--- config.mk ---
export PLATFORM = sky130hd
export DESIGN_NAME = pulse_stretcher
export DESIGN_NICKNAME = d
export VERILOG_FILES = /design/src/rtl/pulse_stretcher.sv
export SDC_FILE = /design/constraint.sdc
export NUM_CORES = 1
export LEC_CHECK = 0
export BUFFER_PORTS_ARGS = -buffer_cell sky130_fd_sc_hd__buf_4
export CAP_MARGIN = 20
export CORE_AREA = 5 5 42 44
export DETAILED_ROUTE_END_ITERATION = 10
export DIE_AREA = 0 0 47 49
export GPL_TIMING_DRIVEN = 0
export PLACE_DENSITY = 0.57
export SYNTH_ARGS = -nofsm -noshare
export SYNTH_HDL_FRONTEND = slang
export SYNTH_SLANG_ARGS = --single-unit
--- constraint.sdc ---
create_clock -name clk -period 1.95 [get_ports clk]
set_input_delay 0.585 -clock clk [delete_from_list [all_inputs] [get_ports clk]]
set_output_delay 0.585 -clock clk [all_outputs]
set_load 0.02 [all_outputs]
--- src/rtl/pulse_stretcher.sv ---
// Per-channel pulse stretcher: a trigger sampled high at a rising edge drives
// level_out high for HOLD_CYCLES cycles, with an optional retrigger that
// extends the hold. done_pulse marks the final high cycle of each hold.
module pulse_stretcher #(
    parameter int unsigned WIDTH       = 1,
    parameter int unsigned HOLD_CYCLES = 16,
    parameter bit          RETRIGGER   = 1'b1
) (
    input  logic             clk,
    input  logic             rst_n,
    input  logic [WIDTH-1:0] pulse_in,
    output logic [WIDTH-1:0] level_out,
    output logic [WIDTH-1:0] done_pulse
);

    localparam int unsigned    CW      = $clog2(HOLD_CYCLES + 1);
    localparam logic [CW-1:0] HoldCnt = CW'(HOLD_CYCLES);
    localparam logic [CW-1:0] CntOne  = CW'(1);
    localparam logic [CW-1:0] CntZero = '0;

    typedef enum logic {
        StIdle = 1'b0,
        StHold = 1'b1
    } state_e;

    for (genvar i = 0; i < WIDTH; i++) begin : g_ch
        state_e          state_q, state_d;
        logic [CW-1:0]   cnt_q, cnt_d;
        logic            level_q, level_d;
        logic            done_q, done_d;
        logic            trig;

        assign trig = pulse_in[i];

        // Next-state: load on trigger in idle, count down in hold, reload on retrigger.
        always_comb begin
            state_d = state_q;
            cnt_d   = cnt_q;
            unique case (state_q)
                StIdle: begin
                    if (trig) begin
                        state_d = StHold;
                        cnt_d   = HoldCnt;
                    end
                end
                StHold: begin
                    if (RETRIGGER && trig) begin
                        cnt_d = HoldCnt;
                    end else if (cnt_q <= CntOne) begin
                        // Last hold cycle is over; the <= keeps the counter from ever wrapping.
                        state_d = StIdle;
                        cnt_d   = CntZero;
                    end else begin
                        cnt_d = cnt_q - CntOne;
                    end
                end
                default: begin
                    state_d = StIdle;
                    cnt_d   = CntZero;
                end
            endcase
            level_d = (state_d == StHold);
            done_d  = (state_d == StHold) && (cnt_d == CntOne);
        end

        // State and registered outputs; reset aborts any hold without a done strobe.
        always_ff @(posedge clk or negedge rst_n) begin
            if (!rst_n) begin
                state_q <= StIdle;
                cnt_q   <= CntZero;
                level_q <= 1'b0;
                done_q  <= 1'b0;
            end else begin
                state_q <= state_d;
                cnt_q   <= cnt_d;
                level_q <= level_d;
                done_q  <= done_d;
            end
        end

        assign level_out[i] = level_q;
        // A retrigger arriving at the edge that would end the hold supersedes the
        // final cycle, so the registered strobe is suppressed while that trigger is present.
        assign done_pulse[i] = done_q & ~(trig & RETRIGGER);
    end

endmodule

==> out/qor.txt <==
Clk_skew: 0.00134 ns
CTS Buf Count: 3
Initial antenna violation count: 0
TritonCTS clock tree: built
Share of layout cells above drive strength 1: 0.157
Die height: 49 µm
Worst path cell trace: clkbuf_1 > nor2b_1 > buf_4
Num rows: 14
Clock sink count: 7
Port buffer count: 3
Diodes inserted: 0
Initial Util: 0.313
XOR/XNOR Fraction of Synth Area: 0
Critical Path Sink: done_pulse
RR Startpoint: g_ch[0].cnt_q[0]
Total die area: 2300 µm²
Setup TNS Final: 0 ns
Slew HR: 0.755
FF+latch count, synth: 7
First-pass GRT wire length: 1360 µm
CP max FO: 9
Setup-failing EPs final: 0
Synth Area in Simple Gates: 0.240
HP Class: input port to async pin
Final Hold Fails: 0
Startpoint Class: input port
Yosys cell types: 23
Gr usage total: 0.0843
Worst Setup End Kind: output port
H-tree levels: 1
Worst EP required: 1.36 ns
Number of buffers and inverters on the critical path: 2
Mapped cell area: 438 µm²
Crit path from: pulse_in
Synth Area in Adders: 0.0571
Syn Inst Count: 44
Worst path slowest cell: clkbuf_1
Clock share of power: 0.157
Vias in the first global route: 317
Synthesized area per cell: 9.95 µm²
Switching share of power: 0.414
Net Switching: 341 µW
Post-synthesis compound-gate area fraction: 0.246
Mux cell area share after synthesis: 0.0229
Maximum VDD drop: 777 µV
Clock transition at path regs: 0.05 ns
Area added between synthesis and finish: 15.7%
CORE AREA: 1400 µm²
FF-to-FF End: g_ch[0].done_q
Final worst-path cycle share: 0.872
DP HPWL: 594 µm
Top delay family on crit path: buffers and inverters
Crit Path Class: input port to output port
Int Pwr: 483 µW
Worst Tran Pin Value: 0.362 ns
CTS Buffer Depth: 2
Via Count: 345
Clk_lat worst skew: 0.25 ns
Total gr overflow: 0
Ys Warns: 0
Crit path DAT: 1.12 ns
Leak pwr: 0.000204 µW
Final Slew Violations: 0
Most common cell after layout, fill and taps aside: dfrtp_1
Dpl cells: 63
Post-Layout Cell Count: 67
Sequential area share after synthesis: 0.400
Design area: 507 µm²
Combinational power share: 0.486
R2R Setup Slk: 0.29 ns
Number of max-cap violations: 0
Post-CTS Resized: 0
Die width: 47 µm
Share of power burned in registers: 0.357
Mapped Nets: 49
Routability cong.: 0.677
# Post-CTS Setup Buffers: 0
Pre-antenna DRT Iters: 4
Number of cells on the critical path: 3
R2R cell count: 5
Power density over the cells: 1630 nW/µm²
Largest net degree at the start of global routing: 12
Status: completed
Final ANT Viol Nets: 0
Cts hold-fix bufs: 0
Vias per cell: 5.15
# DRC: 0
Placed cell areas: 480 µm²
CTS root buf: clkbuf_4
Unrepaired setup endpoints after global routing: false
Largest family of logic cells by synthesized area: compound AO/OA/AOI/OAI gates
Fin nets: 57
WHS: 0.133 ns
Drt initial violations: 11
WL final: 810 µm
Achievable Freq: 0.588 GHz
Wirelength per Cell: 12.1 µm
CP peak stage delay: 0.28 ns
I/O pin count: 5
Minimum clock period: 1.70 ns
## cells in the mapped netlist, drive strengths merged
| cell | number | area [µm²] |
|---|---|---|
| nor4b | 1 | 8.76 |
| a2111oi | 1 | 15.0 |
| o21ai | 2 | 10.0 |
| or3 | 3 | 18.8 |
| a21oi | 2 | 10.0 |
| a21o | 1 | 7.51 |
| ha | 2 | 25.0 |
| nor2 | 2 | 7.51 |
| nand2 | 1 | 3.75 |
| inv | 3 | 11.3 |
| clkbuf | 1 | 3.75 |
| o21bai | 3 | 22.5 |
| o31a | 1 | 8.76 |
| dfrtp | 7 | 175 |
| o31ai | 2 | 15.0 |
| mux2i | 1 | 10.0 |
| nand3 | 1 | 5.00 |
| nand4bb | 2 | 22.5 |
| a211o | 1 | 8.76 |
| nor2b | 3 | 18.8 |
| o21ba | 1 | 10.0 |
| nand3b | 1 | 7.51 |
| nand2b | 2 | 12.5 |
## power by group through the flow
stage / Clock, µW / Combinational [µW] / Sequential, µW
2_1_floorplan: 0 / 330 / 275
5_1_grt: 151 / 446 / 310
4_1_cts: 134 / 404 / 295
3_5_place_dp: 0 / 400 / 297
3_3_place_gp: 0 / 400 / 300
6_report: 130 / 401 / 294
## final cells by class
type | instances | area, µm²
multi-input cells | 33 | 248
repair buffers | 3 | 22.5
fillers | 153 | 895
clock buffers | 4 | 26.3
inverters | 3 | 11.3
plain buffers | 1 | 3.75
well taps | 16 | 20.0
flip-flops and latches | 7 | 175
## state kept, by name (all words and copies together), names as in the netlist
signal,flops
g_ch.cnt_q,5
g_ch.done_q,1
level_out,1
## how the worst min path moves through the flow
stage          startpoint               end  slack [ns]  cells after the start
2_1_floorplan       rst_n  g_ch[0].cnt_q[0]        0.29                      0
3_3_place_gp        rst_n         level_out        0.40                      1
3_5_place_dp        rst_n         level_out        0.40                      1
4_1_cts             rst_n    g_ch[0].done_q        0.13                      1
5_1_grt             rst_n         level_out        0.12                      1
6_report            rst_n    g_ch[0].done_q        0.13                      1
## per-stage QoR
step | power, µW | util | setup slack [ns]
2_1_floorplan | 605 | - | 0.299
3_3_place_gp | 699 | 0.343 | 0.261
3_5_place_dp | 697 | 0.343 | 0.241
4_1_cts | 833 | 0.362 | 0.239
5_1_grt | 907 | 0.362 | 0.176
6_report | 824 | 0.362 | 0.249
## logic make-up (layout without fill, tap and decap cells)
logic type               after synthesis  after routing
buffers and inverters                  4             11
AO/OA/AOI/OAI                         14             14
multiplexers                           1              1
AND/OR/NAND/NOR                       16             16
flip-flops                             7              7
adder cells (fa/ha/maj)                2              2
## layer usage
metal | share of wire | track usage | wire length [µm]
met3 | 0.038 | 0.0554 | 31
met2 | 0.49 | 0.111 | 396
met1 | 0.47 | 0.110 | 382
met5 | 0 | 0 | 0
met4 | 0 | 0.0276 | 0
(Power assumes the default switching activity.)
